$ cat src/rtl/data_mem_ctrl_if.sv
`default_nettype none
// ============================================================================
// Module   : data_mem_ctrl_if
// Brief    : MEM-stage request and data-memory handshake bundle for data_mem_ctrl.
// Revision : 1.0 - initial release
// ============================================================================
interface data_mem_ctrl_if #(
  parameter int ADDR_WIDTH = 32
) ();
  // Pipeline side
  logic                  MEM_READ;
  logic                  MEM_WRITE;
  logic [2:0]            MEM_FUNC3;
  logic [ADDR_WIDTH-1:0] MEM_ADDR;
  logic [31:0]           MEM_WRITE_DATA;
  logic [31:0]           MEM_READ_DATA;
  logic                  BUSY;
  logic                  MISALIGNED;
  // Memory side
  logic                  DM_REQ;
  logic                  DM_WE;
  logic [ADDR_WIDTH-3:0] DM_ADDR;
  logic [31:0]           DM_WDATA;
  logic [3:0]            DM_BYTE_EN;
  logic                  DM_ACK;
  logic [31:0]           DM_RDATA;

  // Controller view: consumes the pipeline request, masters the memory bus.
  modport master (
    input  MEM_READ, MEM_WRITE, MEM_FUNC3, MEM_ADDR, MEM_WRITE_DATA,
    input  DM_ACK, DM_RDATA,
    output MEM_READ_DATA, BUSY, MISALIGNED,
    output DM_REQ, DM_WE, DM_ADDR, DM_WDATA, DM_BYTE_EN
  );

  modport slave (
    output MEM_READ, MEM_WRITE, MEM_FUNC3, MEM_ADDR, MEM_WRITE_DATA,
    output DM_ACK, DM_RDATA,
    input  MEM_READ_DATA, BUSY, MISALIGNED,
    input  DM_REQ, DM_WE, DM_ADDR, DM_WDATA, DM_BYTE_EN
  );
endinterface
`default_nettype wire

$ cat src/rtl/data_mem_ctrl.sv
`default_nettype none
// ============================================================================
// Module   : data_mem_ctrl
// Brief    : RV32IM MEM-stage data memory controller: req/ack handshake,
//            store lane formatting, load extension, pipeline stall (BUSY).
//            Optional misalignment trap enabled by defining MISALIGN_TRAP_EN.
// Revision : 1.0 - initial release
// ============================================================================
module data_mem_ctrl #(
  parameter int ADDR_WIDTH = 32
) (
  input  wire logic         CLK,
  input  wire logic         RST,
  data_mem_ctrl_if.master   bus
);

  typedef enum logic [1:0] {
    S_IDLE   = 2'b00,
    S_ACCESS = 2'b01,
    S_DONE   = 2'b10
  } state_t;

  state_t                r_state;
  logic                  r_dm_req;
  logic                  r_dm_we;
  logic [ADDR_WIDTH-3:0] r_dm_addr;
  logic [31:0]           r_dm_wdata;
  logic [3:0]            r_dm_byte_en;
  logic [2:0]            r_func3;
  logic [1:0]            r_addr_lo;
  logic [31:0]           r_read_data;
  logic                  r_misaligned;

  logic                  w_req;
  logic                  w_trap;
  logic [3:0]            w_st_be;
  logic [31:0]           w_st_wdata;
  logic [7:0]            w_ld_byte;
  logic [15:0]           w_ld_half;
  logic [31:0]           w_ld_data;

  assign w_req = bus.MEM_READ | bus.MEM_WRITE;

`ifdef MISALIGN_TRAP_EN
  logic w_is_half;
  logic w_is_word;

  // Access size follows the store table for writes and the load table for reads.
  always_comb begin
    w_is_half = 1'b0;
    w_is_word = 1'b0;
    if (bus.MEM_WRITE) begin
      w_is_half = (bus.MEM_FUNC3 == 3'b001);
      w_is_word = (bus.MEM_FUNC3 != 3'b000) && (bus.MEM_FUNC3 != 3'b001);
    end else begin
      w_is_half = (bus.MEM_FUNC3[1:0] == 2'b01);
      w_is_word = (bus.MEM_FUNC3[1:0] != 2'b00) && (bus.MEM_FUNC3[1:0] != 2'b01);
    end
  end

  assign w_trap = (w_is_half & bus.MEM_ADDR[0]) |
                  (w_is_word & (bus.MEM_ADDR[1:0] != 2'b00));
`else
  assign w_trap = 1'b0;
`endif

  // Store lane formatting from the live request, registered on IDLE -> ACCESS.
  always_comb begin
    w_st_be    = 4'b1111;
    w_st_wdata = bus.MEM_WRITE_DATA;
    case (bus.MEM_FUNC3)
      3'b000: begin
        w_st_be    = 4'b0001 << bus.MEM_ADDR[1:0];
        w_st_wdata = {4{bus.MEM_WRITE_DATA[7:0]}};
      end
      3'b001: begin
        w_st_be    = bus.MEM_ADDR[1] ? 4'b1100 : 4'b0011;
        w_st_wdata = {2{bus.MEM_WRITE_DATA[15:0]}};
      end
      default: begin
        w_st_be    = 4'b1111;
        w_st_wdata = bus.MEM_WRITE_DATA;
      end
    endcase
    if (!bus.MEM_WRITE) begin
      w_st_be = 4'b0000;
    end
  end

  // Load extension uses the size/offset latched when the request was issued.
  always_comb begin
    w_ld_byte = bus.DM_RDATA[7:0];
    case (r_addr_lo)
      2'b00:   w_ld_byte = bus.DM_RDATA[7:0];
      2'b01:   w_ld_byte = bus.DM_RDATA[15:8];
      2'b10:   w_ld_byte = bus.DM_RDATA[23:16];
      default: w_ld_byte = bus.DM_RDATA[31:24];
    endcase
    w_ld_half = r_addr_lo[1] ? bus.DM_RDATA[31:16] : bus.DM_RDATA[15:0];
    case (r_func3)
      3'b000:  w_ld_data = {{24{w_ld_byte[7]}}, w_ld_byte};
      3'b100:  w_ld_data = {24'h000000, w_ld_byte};
      3'b001:  w_ld_data = {{16{w_ld_half[15]}}, w_ld_half};
      3'b101:  w_ld_data = {16'h0000, w_ld_half};
      default: w_ld_data = bus.DM_RDATA;
    endcase
  end

  always_ff @(posedge CLK) begin
    if (RST) begin
      r_state      <= S_IDLE;
      r_dm_req     <= 1'b0;
      r_dm_we      <= 1'b0;
      r_dm_addr    <= '0;
      r_dm_wdata   <= 32'h0000_0000;
      r_dm_byte_en <= 4'b0000;
      r_func3      <= 3'b000;
      r_addr_lo    <= 2'b00;
      r_read_data  <= 32'h0000_0000;
      r_misaligned <= 1'b0;
    end else begin
      case (r_state)
        S_IDLE: begin
          if (w_req) begin
            if (w_trap) begin
              r_state      <= S_DONE;
              r_misaligned <= 1'b1;
              r_read_data  <= 32'h0000_0000;
            end else begin
              r_state      <= S_ACCESS;
              r_dm_req     <= 1'b1;
              r_dm_we      <= bus.MEM_WRITE;
              r_dm_addr    <= bus.MEM_ADDR[ADDR_WIDTH-1:2];
              r_dm_wdata   <= w_st_wdata;
              r_dm_byte_en <= w_st_be;
              r_func3      <= bus.MEM_FUNC3;
              r_addr_lo    <= bus.MEM_ADDR[1:0];
            end
          end
        end
        S_ACCESS: begin
          if (bus.DM_ACK) begin
            r_state     <= S_DONE;
            r_dm_req    <= 1'b0;
            r_read_data <= r_dm_we ? 32'h0000_0000 : w_ld_data;
          end
        end
        S_DONE: begin
          // Always fall back to IDLE so the held request is not re-issued.
          r_state      <= S_IDLE;
          r_misaligned <= 1'b0;
        end
        default: begin
          r_state  <= S_IDLE;
          r_dm_req <= 1'b0;
        end
      endcase
    end
  end

  assign bus.BUSY          = w_req & (r_state != S_DONE);
  assign bus.MEM_READ_DATA = r_read_data;
  assign bus.MISALIGNED    = r_misaligned;
  assign bus.DM_REQ        = r_dm_req;
  assign bus.DM_WE         = r_dm_we;
  assign bus.DM_ADDR       = r_dm_addr;
  assign bus.DM_WDATA      = r_dm_wdata;
  assign bus.DM_BYTE_EN    = r_dm_byte_en;

endmodule
`default_nettype wire

$ cat src/flat_wrapper.sv
// flat-port wrapper written by rule: the top's interface ports become plain ports
module data_mem_ctrl_flat 
#(
  parameter int ADDR_WIDTH = 32
)
  (CLK, RST, bus_MEM_READ, bus_MEM_WRITE, bus_MEM_FUNC3, bus_MEM_ADDR, bus_MEM_WRITE_DATA, bus_DM_ACK, bus_DM_RDATA, bus_MEM_READ_DATA, bus_BUSY, bus_MISALIGNED, bus_DM_REQ, bus_DM_WE, bus_DM_ADDR, bus_DM_WDATA, bus_DM_BYTE_EN);
  data_mem_ctrl_if #(.ADDR_WIDTH(ADDR_WIDTH)) bus_i ();
  input  wire logic CLK;
  input  wire logic RST;
  input wire logic [$bits(bus_i.MEM_READ)-1:0] bus_MEM_READ;
  input wire logic [$bits(bus_i.MEM_WRITE)-1:0] bus_MEM_WRITE;
  input wire logic [$bits(bus_i.MEM_FUNC3)-1:0] bus_MEM_FUNC3;
  input wire logic [$bits(bus_i.MEM_ADDR)-1:0] bus_MEM_ADDR;
  input wire logic [$bits(bus_i.MEM_WRITE_DATA)-1:0] bus_MEM_WRITE_DATA;
  input wire logic [$bits(bus_i.DM_ACK)-1:0] bus_DM_ACK;
  input wire logic [$bits(bus_i.DM_RDATA)-1:0] bus_DM_RDATA;
  output wire logic [$bits(bus_i.MEM_READ_DATA)-1:0] bus_MEM_READ_DATA;
  output wire logic [$bits(bus_i.BUSY)-1:0] bus_BUSY;
  output wire logic [$bits(bus_i.MISALIGNED)-1:0] bus_MISALIGNED;
  output wire logic [$bits(bus_i.DM_REQ)-1:0] bus_DM_REQ;
  output wire logic [$bits(bus_i.DM_WE)-1:0] bus_DM_WE;
  output wire logic [$bits(bus_i.DM_ADDR)-1:0] bus_DM_ADDR;
  output wire logic [$bits(bus_i.DM_WDATA)-1:0] bus_DM_WDATA;
  output wire logic [$bits(bus_i.DM_BYTE_EN)-1:0] bus_DM_BYTE_EN;
  assign bus_i.MEM_READ = bus_MEM_READ;
  assign bus_i.MEM_WRITE = bus_MEM_WRITE;
  assign bus_i.MEM_FUNC3 = bus_MEM_FUNC3;
  assign bus_i.MEM_ADDR = bus_MEM_ADDR;
  assign bus_i.MEM_WRITE_DATA = bus_MEM_WRITE_DATA;
  assign bus_i.DM_ACK = bus_DM_ACK;
  assign bus_i.DM_RDATA = bus_DM_RDATA;
  assign bus_MEM_READ_DATA = bus_i.MEM_READ_DATA;
  assign bus_BUSY = bus_i.BUSY;
  assign bus_MISALIGNED = bus_i.MISALIGNED;
  assign bus_DM_REQ = bus_i.DM_REQ;
  assign bus_DM_WE = bus_i.DM_WE;
  assign bus_DM_ADDR = bus_i.DM_ADDR;
  assign bus_DM_WDATA = bus_i.DM_WDATA;
  assign bus_DM_BYTE_EN = bus_i.DM_BYTE_EN;
  data_mem_ctrl #(.ADDR_WIDTH(ADDR_WIDTH)) u_core (.CLK(CLK), .RST(RST), .bus(bus_i));
endmodule
$ cat config.mk
export PLATFORM = sky130hd
export DESIGN_NAME = data_mem_ctrl_flat
export DESIGN_NICKNAME = d
export VERILOG_FILES = /design/src/rtl/data_mem_ctrl_if.sv /design/src/rtl/data_mem_ctrl.sv /design/src/flat_wrapper.sv
export SDC_FILE = /design/constraint.sdc
export NUM_CORES = 1
export LEC_CHECK = 0
export ABC_AREA = 1
export CAP_MARGIN = 20
export CORE_ASPECT_RATIO = 0.7
export CORE_MARGIN = 1.5
export CORE_UTILIZATION = 45
export DETAILED_ROUTE_END_ITERATION = 16
export DONT_BUFFER_PORTS = 1
export HOLD_SLACK_MARGIN = 0.1
export MAX_ROUTING_LAYER = met4
export PLACE_DENSITY = 0.63
export SLEW_MARGIN = 20
export SYNTH_ARGS = -nofsm -noshare
export SYNTH_HDL_FRONTEND = slang
export SYNTH_SLANG_ARGS = --single-unit
$ cat constraint.sdc
create_clock -name CLK -period 3.2 [get_ports CLK]
set_clock_uncertainty 0.15 [all_clocks]
set_input_delay 0.32 -clock CLK [delete_from_list [all_inputs] [get_ports CLK]]
set_output_delay 0.32 -clock CLK [all_outputs]
set_load 0.05 [all_outputs]
== Word-level counts from Yosys, hierarchy flattened ==
Cells that the tools add are included.

* Magnitude comparators: 0
* Bitwise operators: 3
* Divide/modulo/power cells: 0
* Reductions and logical operators: 8
* Multipliers: 0
* Equality and inequality tests: 11
* Add/sub/neg operators: 0
* Shifts and indexed selects: 1
* Muxes and demuxes: 14

{| class="wikitable"
|+ Operator list
! cell !! count
|-
| $pmux 32 s4 || 1
|-
| $pmux 32 s2 || 1
|-
| $mux 32 || 1
|-
| $pmux 8 s3 || 1
|-
| $mux 16 || 1
|-
| $mux 4 || 2
|-
| $pmux 4 s2 || 1
|-
| $eq 3x1->1 const B || 2
|-
| $eq 3x3->1 const B || 2
|-
| $logic_not 3->1 || 2
|-
| $reduce_and 2->1 || 3
|-
| $eq 2x1->1 const B || 2
|-
| $eq 2x2->1 const B || 2
|-
| $logic_not 2->1 || 2
|-
| $mux 2 || 2
|-
| $ne 2x2->1 const B || 2
|-
| $pmux 2 s2 || 1
|-
| $shl 1x2->4 const A || 1
|-
| $pmux 1 s3 || 1
|-
| $reduce_and 3->1 || 1
|-
| $mux 1 || 2
|-
| $ne 2x1->1 const B || 1
|-
| $and 1x1->1 || 1
|-
| $not 1->1 || 1
|-
| $or 1x1->1 || 1
|}

* Latch bits: 0
* Bits in writable memories: 0
* Memories: 0
* Word-level logic and storage cells: 46
* Output and inout bits: 102
* Bits in read-only memories: 0
* Bits in registers: 107

== Longest topological paths before layout ==
* Word-level depth: 4
* Gate-level depth with buffers: 10
* Depth with buffers taken out: 8

== Least setup slack after synthesis ==
No wires, ideal clock.

* Path kind: register to output
* Start point: register u_core.r_state[0]
* End point: output bus_BUSY
* Cell stages (with the launch flop): 3
* Setup slack: 1,618 ps
* Data required time: 2,730 ps
* Buffers on the path: 0
* Arrival: 1,112 ps
* Cells stage by stage: dfxtp_1 -> nor2_1 -> nor2_1

* Word-level cells in the longest chain between the ends: 2

{| class="wikitable"
|+ Ends and longest elaborated chain
! what !! RTL line !! text
|-
| from (decl) || data_mem_ctrl.sv:23 || <nowiki>state_t r_state;</nowiki>
|-
| from (signal assigned) || data_mem_ctrl.sv:111 || <nowiki>r_state <= S_IDLE;</nowiki>
|-
| from (signal assigned) || data_mem_ctrl.sv:126 || <nowiki>r_state <= S_DONE;</nowiki>
|-
| from (signal assigned) || data_mem_ctrl.sv:130 || <nowiki>r_state <= S_ACCESS;</nowiki>
|-
| $ne 2x2->1 || data_mem_ctrl.sv:161 || <nowiki>assign bus.BUSY = w_req & (r_state != S_DONE);</nowiki>
|-
| $and 1x1->1 || data_mem_ctrl.sv:161 ||
|-
| to (decl) || flat_wrapper.sv:18 || <nowiki>output wire logic [$bits(bus_i.BUSY)-1:0] bus_BUSY;</nowiki>
|}

No other way between the ends.

== Worst setup path after layout ==
* Start point: input bus_MEM_FUNC3[0]
* End point: register u_core.r_dm_wdata[25], in the netlist u_core.bus.DM_WDATA[25]

* Word-level cells in the longest chain between the ends: 2

{| class="wikitable"
|+ Ends and longest elaborated chain
! what !! RTL line !! text
|-
| from (decl) || flat_wrapper.sv:12 || <nowiki>input wire logic [$bits(bus_i.MEM_FUNC3)-1:0] bus_MEM_FUNC3;</nowiki>
|-
| $eq 3x1->1 or $logic_not 3->1 (tied branches) || data_mem_ctrl.sv:71 || <nowiki>case (bus.MEM_FUNC3)</nowiki>
|-
| $pmux 32 s2 (*) || data_mem_ctrl.sv:71 ||
|-
| to (signal assigned) || data_mem_ctrl.sv:134 || <nowiki>r_dm_wdata <= w_st_wdata;</nowiki>
|-
| to (decl) || data_mem_ctrl.sv:27 || <nowiki>logic [31:0] r_dm_wdata;</nowiki>
|}

Mark *: on every way between the ends. The rest lies on a longest branch, timed or not.
A chain may end at the register's enable or synchronous reset.

==> results.json <==
{
  "status": "complete, no violations",
  "die_w_um": 125.5,
  "antenna_found_initial": 0,
  "max_freq_mhz": 419.0,
  "drt_drc_violations_left": 0,
  "cts_tree": "done",
  "powerDensity_nw_per_um2": 614.0,
  "row_count": 31,
  "yosys.area_share.xor_xnor_pct": 0,
  "dr.first_iter.drc_count": 484,
  "grt_usage_pct": 26.42,
  "vias_per_cell": 5.477,
  "cts_root_buf": "clkbuf_16",
  "synth_top_family_by_area": "simple AND/OR/NAND/NOR gates",
  "dp_hpwl_um": 9654,
  "fin_util_pct": 57.50,
  "area_growth_pct": 25.01,
  "worstSkewPairLatency_ps": 340,
  "muxShareOfSynthArea_pct": 0,
  "antenna_cells": 0,
  "hold_violations": 0,
  "grt_max_degree": 63,
  "die_y_um": 88.76,
  "cts_buffers": 9,
  "layout_commonest_cell": "nand2_1",
  "max-cap-violations": 0,
  "layout_common_cells": "nand2_1 (149), nor2_1 (146), dfxtp_1 (107), dlygate4sd3_1 (88), a21oi_1 (81)",
  "layout_worst_path_cycle_share_pct": 74.59,
  "critPathLaunchType": "input pin",
  "crit_path_max_fanout": 18,
  "cts_max_level": 3,
  "final_cells": 886,
  "grt_pass1_wl_um": 22570,
  "place_congestion": 0.9409,
  "setup_tns_ps": 0,
  "io_pins": 206,
  "synth_compound_area_share_pct": 18.79,
  "post_drt_wl_per_cell_um": 17.13,
  "routed-via-count": 4853,
  "avgSynthCellArea_sq_um": 6.913,
  "start_util_pct": 46.00,
  "cts.sinks": 107,
  "p_leak_nw": 2.522,
  "nets": 853,
  "cts_buffer_depth": 2,
  "hp-start": "RST",
  "clk_pin_slew_worst_paths_ps": 80,
  "postPlaceCellArea_sq_um": 4733,
  "synth-simple-area-share_pct": 28.61,
  "fillers": 957,
  "cp-end-kind": "register",
  "setup_viol": 0,
  "crit-reg2reg-launch": "u_core.r_state[0]",
  "yosys_warnings": 0,
  "synth_fp_nets": 788,
  "crit_path_start": "bus_MEM_FUNC3[0]",
  "gr-total-overflow": 0,
  "antenna_left": 0,
  "final_design_area_no_fill_sq_um": 5911,
  "wirelength_um": 15180,
  "cts.repair.resized": 0,
  "grt_pass1_vias": 4302,
  "synthAdderAreaFrac_pct": 0,
  "worstPathRequired_ps": 3290,
  "hold_path.class": "input pin to register",
  "core_sq_um": 10280,
  "drive_gt1_share_pct": 5.172,
  "min_period_ps": 2387,
  "synth-seq-area-share_pct": 45.30,
  "ys_seq_elements": 107,
  "portBuffers": 0,
  "drt-pass1-iter-count": 5,
  "cp.arrival_ps": 2480,
  "rsz0062_at_grt": "false",
  "dieArea_sq_um": 11140,
  "synthDistinctLibCells": 26,
  "vdd_drop_max_mv": 0.3653,
  "synthCells": 684,
  "worstSetupPathType": "input pin to register",
  "tightest_slew_ps": 872.3,
  "dp.cells": 781,
  "synth_area_sq_um": 4728,
  "drv_slew": 0,
  "maxSlewHeadroom_pct": 41.63
}
## critical path, stage by stage
cell,delay [ps]
nor2_1,110
nand2_2,160
nand2_1,350
clkinv_1,560
a21oi_1,340
dlygate4sd3_1,590
nor2_1,40
## final timing paths
check	to	slack [ps]	cells past startpoint
worst max-delay path	u_core.bus.DM_WDATA[25]	810	7
worst min-delay path	u_core.bus.DM_BYTE_EN[2]	110	2
worst max register to register	u_core.bus.DM_WDATA[25]	860	7
worst min register to register	u_core.r_func3[2]	360	2
## cell usage after synthesis
| cell type | count | area (sq um) |
|---|---|---|
| o211ai_1 | 2 | 15.01 |
| nand3b_1 | 3 | 22.52 |
| a21boi_0 | 1 | 7.510 |
| nand3_4 | 2 | 35.03 |
| inv_1 | 32 | 120.1 |
| nor2_1 | 146 | 548.0 |
| inv_6 | 1 | 8.760 |
| buf_6 | 4 | 45.04 |
| inv_2 | 3 | 11.26 |
| nand2_4 | 2 | 22.52 |
| clkbuf_1 | 20 | 75.07 |
| nand3_1 | 23 | 115.1 |
| nor2_8 | 1 | 20.02 |
| dfxtp_1 | 107 | 2142 |
| nand4_1 | 2 | 12.51 |
| buf_4 | 1 | 7.510 |
| buf_2 | 14 | 70.07 |
| clkinv_1 | 1 | 3.750 |
| a21oi_1 | 81 | 405.4 |
| nor2_4 | 1 | 11.26 |
| conb_1 | 1 | 3.750 |
| o21ai_0 | 78 | 390.4 |
| nand2_2 | 1 | 6.260 |
| a21oi_2 | 7 | 61.31 |
| o21ai_2 | 1 | 8.760 |
| nand2_1 | 149 | 559.3 |
## what timing repair did
action | CTS | global route
setup buffers | 0 | 0
hold endpoints to repair | 106 | 0
endpoints found under the setup margin | 0 | 0
hold buffers | 89 | 0
## power breakdown
group          switching [mW]  internal [mW]
sequential              0.499           1.46
clock                   0.509          0.536
combinational           0.388          0.241
## kinds of logic after synthesis
family          Yosys count
simple gates            330
compound gates          170
flops                   107
buf+inv                  76
other cells               1
## sequential cells by signal, indices dropped and copies added (netlist names)
name and count:
u_core.bus.DM_BYTE_EN 4, u_core.bus.DM_ADDR 30, u_core.bus.DM_WE 1, u_core.bus.DM_REQ 1, u_core.bus.DM_WDATA 32, u_core.r_func3 3
u_core.r_state 2, u_core.r_addr_lo 2, u_core.bus.MEM_READ_DATA 32
## per-layer routing
metal	vias up	wire length [um]	part of all wire [%]	GRT usage (%)
met4	0	376	2.5	7.748
met1	2169	6734	44	35.68
met3	54	1668	11	8.464
met2	301	6400	42	37.75
met5	-	0	0	-
li1	2329	-	-	-
## per-stage QoR
stage | worst slack [ps] | power (mW) | hold WS (ps)
2_1_floorplan | 1618 | 2.377 | 308.3
3_3_place_gp | 1227 | 2.469 | 245.0
3_5_place_dp | 1101 | 2.477 | 248.9
4_1_cts | 953.8 | 3.636 | 101.2
5_1_grt | 646.6 | 3.795 | 110.3
6_report | 813.3 | 3.629 | 111.4
## layout make-up
| class | count | area (sq um) | share of cell area, % |
|---|---|---|---|
| clock buffer | 10 | 229.0 | 3.874 |
| inverter | 37 | 143.9 | 2.434 |
| clock inverter | 6 | 47.55 | 0.8044 |
| multi-input combinational | 501 | 2252 | 38.10 |
| sequential | 107 | 2142 | 36.24 |
| timing repair buffer | 93 | 930.9 | 15.75 |
| tap | 132 | 165.2 | 2.794 |
No activity file was read; power rests on OpenSTA's default activity.
